--- src/rtl/vending_fsm.sv ---
`default_nettype none
// ============================================================================
// Module      : vending_fsm
// Description : Coin-operated vending controller. Accepts a product
//               selection, collects Rs5/Rs10 coins until the price is met,
//               then pulses dispense (with refund if change is due). Cancel
//               returns any credit collected so far.
// Revision    : 1.0 - initial release
// ============================================================================
module vending_fsm #(
  parameter int PRICE_1  = 15,
  parameter int PRICE_2  = 20,
  parameter int PRICE_3  = 25,
  parameter int CREDIT_W = 6
) (
  input  logic       clk,
  input  logic       rst,
  input  logic       coin_5,
  input  logic       coin_10,
  input  logic       cancel,
  input  logic [1:0] select,
  output logic       dispense,
  output logic       refund,
  output logic [1:0] product_id
);

  // Working width for credit arithmetic: two extra bits so that the largest
  // credit plus the largest single-cycle deposit (15) cannot wrap before the
  // saturation check.
  localparam int SUM_W = CREDIT_W + 2;

  localparam logic [CREDIT_W-1:0] C_CREDIT_MAX = {CREDIT_W{1'b1}};
  localparam logic [SUM_W-1:0]    C_CREDIT_MAX_EXT = {2'b00, C_CREDIT_MAX};
  localparam logic [SUM_W-1:0]    C_COIN_5_VAL  = SUM_W'(5);
  localparam logic [SUM_W-1:0]    C_COIN_10_VAL = SUM_W'(10);

  typedef enum logic [1:0] {
    ST_IDLE    = 2'd0,
    ST_COLLECT = 2'd1,
    ST_VEND    = 2'd2,
    ST_RETURN  = 2'd3
  } state_t;

  state_t              r_state;
  logic [CREDIT_W-1:0] r_credit;

  logic [SUM_W-1:0]    w_coin_value;
  logic [SUM_W-1:0]    w_credit_sum;
  logic [SUM_W-1:0]    w_credit_new;
  logic [SUM_W-1:0]    w_price;
  logic                w_price_met;
  logic                w_change_due;

  // Value deposited this cycle; both coins together contribute 15.
  always_comb begin
    w_coin_value = '0;
    if (coin_5) begin
      w_coin_value = w_coin_value + C_COIN_5_VAL;
    end
    if (coin_10) begin
      w_coin_value = w_coin_value + C_COIN_10_VAL;
    end
  end

  // Price of the latched product; 00 never reaches COLLECT so its price is moot.
  always_comb begin
    w_price = '0;
    case (product_id)
      2'b01:   w_price = SUM_W'(PRICE_1);
      2'b10:   w_price = SUM_W'(PRICE_2);
      2'b11:   w_price = SUM_W'(PRICE_3);
      default: w_price = '0;
    endcase
  end

  // Saturating credit update and the resulting vend / change decisions.
  always_comb begin
    w_credit_sum = {2'b00, r_credit} + w_coin_value;
    if (w_credit_sum > C_CREDIT_MAX_EXT) begin
      w_credit_new = C_CREDIT_MAX_EXT;
    end else begin
      w_credit_new = w_credit_sum;
    end
    w_price_met  = (w_credit_new >= w_price);
    w_change_due = (w_credit_new >  w_price);
  end

  // Transaction state machine; dispense/refund are registered alongside the
  // state so they are high exactly for the single VEND/RETURN cycle.
  always_ff @(posedge clk or posedge rst) begin
    if (rst) begin
      r_state    <= ST_IDLE;
      r_credit   <= '0;
      product_id <= 2'b00;
      dispense   <= 1'b0;
      refund     <= 1'b0;
    end else begin
      dispense <= 1'b0;
      refund   <= 1'b0;
      case (r_state)
        ST_IDLE: begin
          // Coins and cancel are not accepted until a product is chosen.
          r_credit   <= '0;
          product_id <= 2'b00;
          if (select != 2'b00) begin
            product_id <= select;
            r_state    <= ST_COLLECT;
          end
        end

        ST_COLLECT: begin
          if (cancel) begin
            // A coin arriving together with cancel is discarded.
            refund  <= (r_credit != '0);
            r_state <= ST_RETURN;
          end else begin
            r_credit <= w_credit_new[CREDIT_W-1:0];
            if (w_price_met) begin
              dispense <= 1'b1;
              refund   <= w_change_due;
              r_state  <= ST_VEND;
            end
          end
        end

        ST_VEND: begin
          r_credit   <= '0;
          product_id <= 2'b00;
          r_state    <= ST_IDLE;
        end

        ST_RETURN: begin
          r_credit   <= '0;
          product_id <= 2'b00;
          r_state    <= ST_IDLE;
        end

        default: begin
          r_credit   <= '0;
          product_id <= 2'b00;
          r_state    <= ST_IDLE;
        end
      endcase
    end
  end

endmodule
`default_nettype wire

--- config.mk ---
export PLATFORM = sky130hd
export DESIGN_NAME = vending_fsm
export DESIGN_NICKNAME = d
export VERILOG_FILES = /design/src/rtl/vending_fsm.sv
export SDC_FILE = /design/constraint.sdc
export NUM_CORES = 1
export LEC_CHECK = 0
export ABC_AREA = 1
export ABC_CLOCK_PERIOD_IN_PS = 5100
export CORE_MARGIN = 2
export CORE_UTILIZATION = 43
export DETAILED_ROUTE_END_ITERATION = 12
export GPL_TIMING_DRIVEN = 0
export PLACE_DENSITY = 0.64
export SYNTH_ARGS = -nofsm -noshare
export SYNTH_HDL_FRONTEND = slang
export SYNTH_SLANG_ARGS = --single-unit
--- constraint.sdc ---
create_clock -name clk -period 5.1 [get_ports clk]
set_clock_uncertainty 0.1 [all_clocks]
set_input_delay 0.51 -clock clk [delete_from_list [all_inputs] [get_ports clk]]
set_output_delay 0.51 -clock clk [all_outputs]
set_load 0.02 [all_outputs]
==> flow_metrics.py <==
metrics = {
    "routing": {
        "routedWlPerCell_um": 10.7,
        "drt_iter0_drc": 29,
        "via_per_inst": 4.63,
        "vias": 764,
        "drc_errors": 0,
        "postRouteAntennaNets": 0,
        "drt-total-wl_um": 1760,
        "drt_first_pass_iters": 4,
    },
    "worst_hold_path": {
        "hp-class": "in -> async",
    },
    "yosys": {
        "syn_nets": 145,
        "ys_warn_count": 0,
        "syn_avg_cell_area_sq_um": 7.50,
        "yosys-top-cells-area": "dfrtp_1, ha_1, inv_1",
        "synth-seq-cells": 12,
        "synth_area_sq_um": 930,
        "synth_top_cell_area_share_pct": 32.3,
        "yosysSeqAreaShare_pct": 32.3,
        "syn_inst": 124,
        "synth_top_cell_by_area": "dfrtp_1",
        "synth_cell_types": 21,
    },
    "layout": {
        "fin_cells": 165,
        "drive_gt1_share_pct": 7.97,
        "nets": 160,
        "diodes": 0,
        "mostFrequentLayoutCell": "inv_1",
        "area_growth_pct": 18.3,
        "mostFrequentLayoutCells": "inv_1, nand2_1, nor2_1, ha_1, dfrtp_1",
    },
    "timing": {
        "timing.hold.ws_ns": 0.420,
        "final_max_slew_viol_count": 0,
        "fin_ws_ns": 1.98,
        "period_share_pct": 61.1,
        "hold_viol_final": 0,
        "fmax_mhz": 321,
        "rsz0062_at_grt": "false",
        "relSlewSlack_pct": 70.7,
        "tightest_slew_ns": 0.439,
        "layout_min_cycle_time_ns": 3.12,
        "setup_tns_ns": 0,
        "setup_viol_count_final": 0,
    },
    "worst_setup_path": {
        "startpoint_type": "input port",
        "critical_path_buf_inv_count": 5,
        "r2r_start": "r_credit[0]$_DFFE_PP0P_",
        "worstPathRequired_ns": 5.17,
        "setup.reg_to_reg.worst_slack_ns": 2.31,
        "worstSetupEndpointType": "flip-flop",
        "worstReg2RegEnd": "r_state[1]$_DFFE_PP0P_",
        "slowest_delay_ns": 0.49,
        "r2r_cells": 19,
        "cp_top_family": "simple AND/OR/NAND/NOR gates",
        "startpoint": "coin_5",
        "cp.arrival_ns": 3.19,
        "path_cells": "clkdlybuf4s50_1 -> ha_1 -> inv_1 -> fa_1 -> nor2_1 -> o21ai_1 -> nand2_2 -> nand3_1 -> inv_1 -> nor2_1 -> inv_1 -> ha_1 -> nand2_1 -> inv_1 -> nand2_1 -> nand2_1 -> nand2_1 -> nand3_1 -> nor2_4 -> a21oi_1",
        "critPathMaxFanout": 4,
        "critical_path_class": "in -> reg",
        "cp_slowest_cell": "clkdlybuf4s50_1",
    },
    "clocking": {
        "cts_made_buffers": 3,
        "cts_setup_buffers": 0,
        "htree_levels": 1,
        "cts.sinks": 12,
        "clk_pin_slew_ns": 0.08,
        "cts-resized-gates": 0,
        "worstSkewPairLatency_ns": 0.28,
        "tritoncts": "built",
        "clock_path_buffers": 2,
        "ctsHoldBuffers": 0,
        "root_buffer": "clkbuf_4",
    },
    "run_status": {
        "status": "finished, final reports clean",
    },
    "floorplanning": {
        "die_area_sq_um": 2550,
        "rows": 16,
        "fp.coreArea_sq_um": 2000,
        "die_h_um": 50.5,
        "start_util_pct": 46.4,
        "die_w_um": 50.5,
        "io_pins": 11,
    },
    "grt": {
        "grt_max_degree": 13,
        "grtUsageTotal_pct": 16.0,
        "grt_pass1_vias": 741,
        "grt_pass1_wl_um": 3110,
        "gr-total-overflow": 0,
        "antenna_found_initial": 0,
    },
    "place": {
        "gp_congestion": 0.809,
        "io_buffers": 10,
        "pre_cts_slack_ns": 1.69,
        "dpl.hpwl_um": 1500,
        "dp_cells": 161,
    },
    "flow_run": {
        "maxCapViolations": 0,
    },
    "power_and_ir_drop": {
        "ir_drop_mv": 0.334,
        "power_leakage_uw": 0.000607,
        "power.total_uw": 629,
        "powerDensity_nw_per_um2": 572,
    },
}
kinds of logic (layout without fill, tap and decap cells):
logic type      after synthesis  after routing  share of synthesized area [%]
flops                        12             12                           32.3
fa+ha+maj                    14             14                           19.7
simple gates                 51             51                           24.6
buf+inv                      29             43                           11.7
compound gates               16             16                           9.82
xor+xnor                      2              2                           1.88
stage by stage:
step | util [%] | area [sq um]
finish | 54.9 | 1100
global route | 54.9 | 1100
CTS | 54.9 | 1100
detailed placement | 53.1 | 1060
global placement | 53.1 | 1060
floorplan | - | 930
cell type report:
cell class,count,area (sq um)
multi-input cells,83,520
flip-flops and latches,12,300
well taps,27,33.8
clock buffers,4,36.3
repair buffers,10,100
inverters,29,109
fillers,202,902
how the worst max path moves through the flow:
stage / slack (ns) / endpoint / depth (start not counted)
5_1_grt: 1.73 / r_state[1]$_DFFE_PP0P_ / 20
3_5_place_dp: 1.69 / r_state[1]$_DFFE_PP0P_ / 20
2_1_floorplan: 2.48 / r_state[1]$_DFFE_PP0P_ / 19
6_report: 1.98 / r_state[1]$_DFFE_PP0P_ / 20
4_1_cts: 1.98 / r_state[1]$_DFFE_PP0P_ / 20
3_3_place_gp: 1.73 / r_state[1]$_DFFE_PP0P_ / 20
flip-flops by register name (all words and copies together) (netlist names):
name	cells
r_credit	6
product_id	2
r_state	2
dispense	1
refund	1
layer usage:
layer  wire (um)  global-route usage, %  share of wire [%]
met1         866                   22.0                 49
met2         820                   25.4                 47
met3          60                   1.79                3.4
met4          16                   6.76               0.91
met5           0                      0                  0
Yosys cell counts:
master    count
a21oi_1       2
dfrtp_1      12
fa_1          1
ha_1         13
inv_1        28
inv_2         1
nand2_1      26
nand2_2       2
nand3_1       5
nand3_2       1
nand4_1       1
nor2_1       13
nor2_2        1
nor2_4        2
o21ai_0       3
o21ai_1       6
o21bai_1      2
o22ai_1       2
o41ai_1       1
xnor2_1       1
xor2_1        1
report_power, final:
group          switching (uW)  internal (uW)
clock network            34.6           43.5
logic                     237            161
registers                25.0            128
worst register-to-register path, delay by kind of cell (launching register included):
kind / cells / cell delay (ns)
AO/OA/AOI/OAI: 2 / 0.16
adder cells (fa/ha/maj): 3 / 0.80
buffers and inverters: 4 / 0.30
flip-flops: 1 / 0.39
AND/OR/NAND/NOR: 10 / 0.93
No activity file was read; power rests on OpenSTA's default activity.
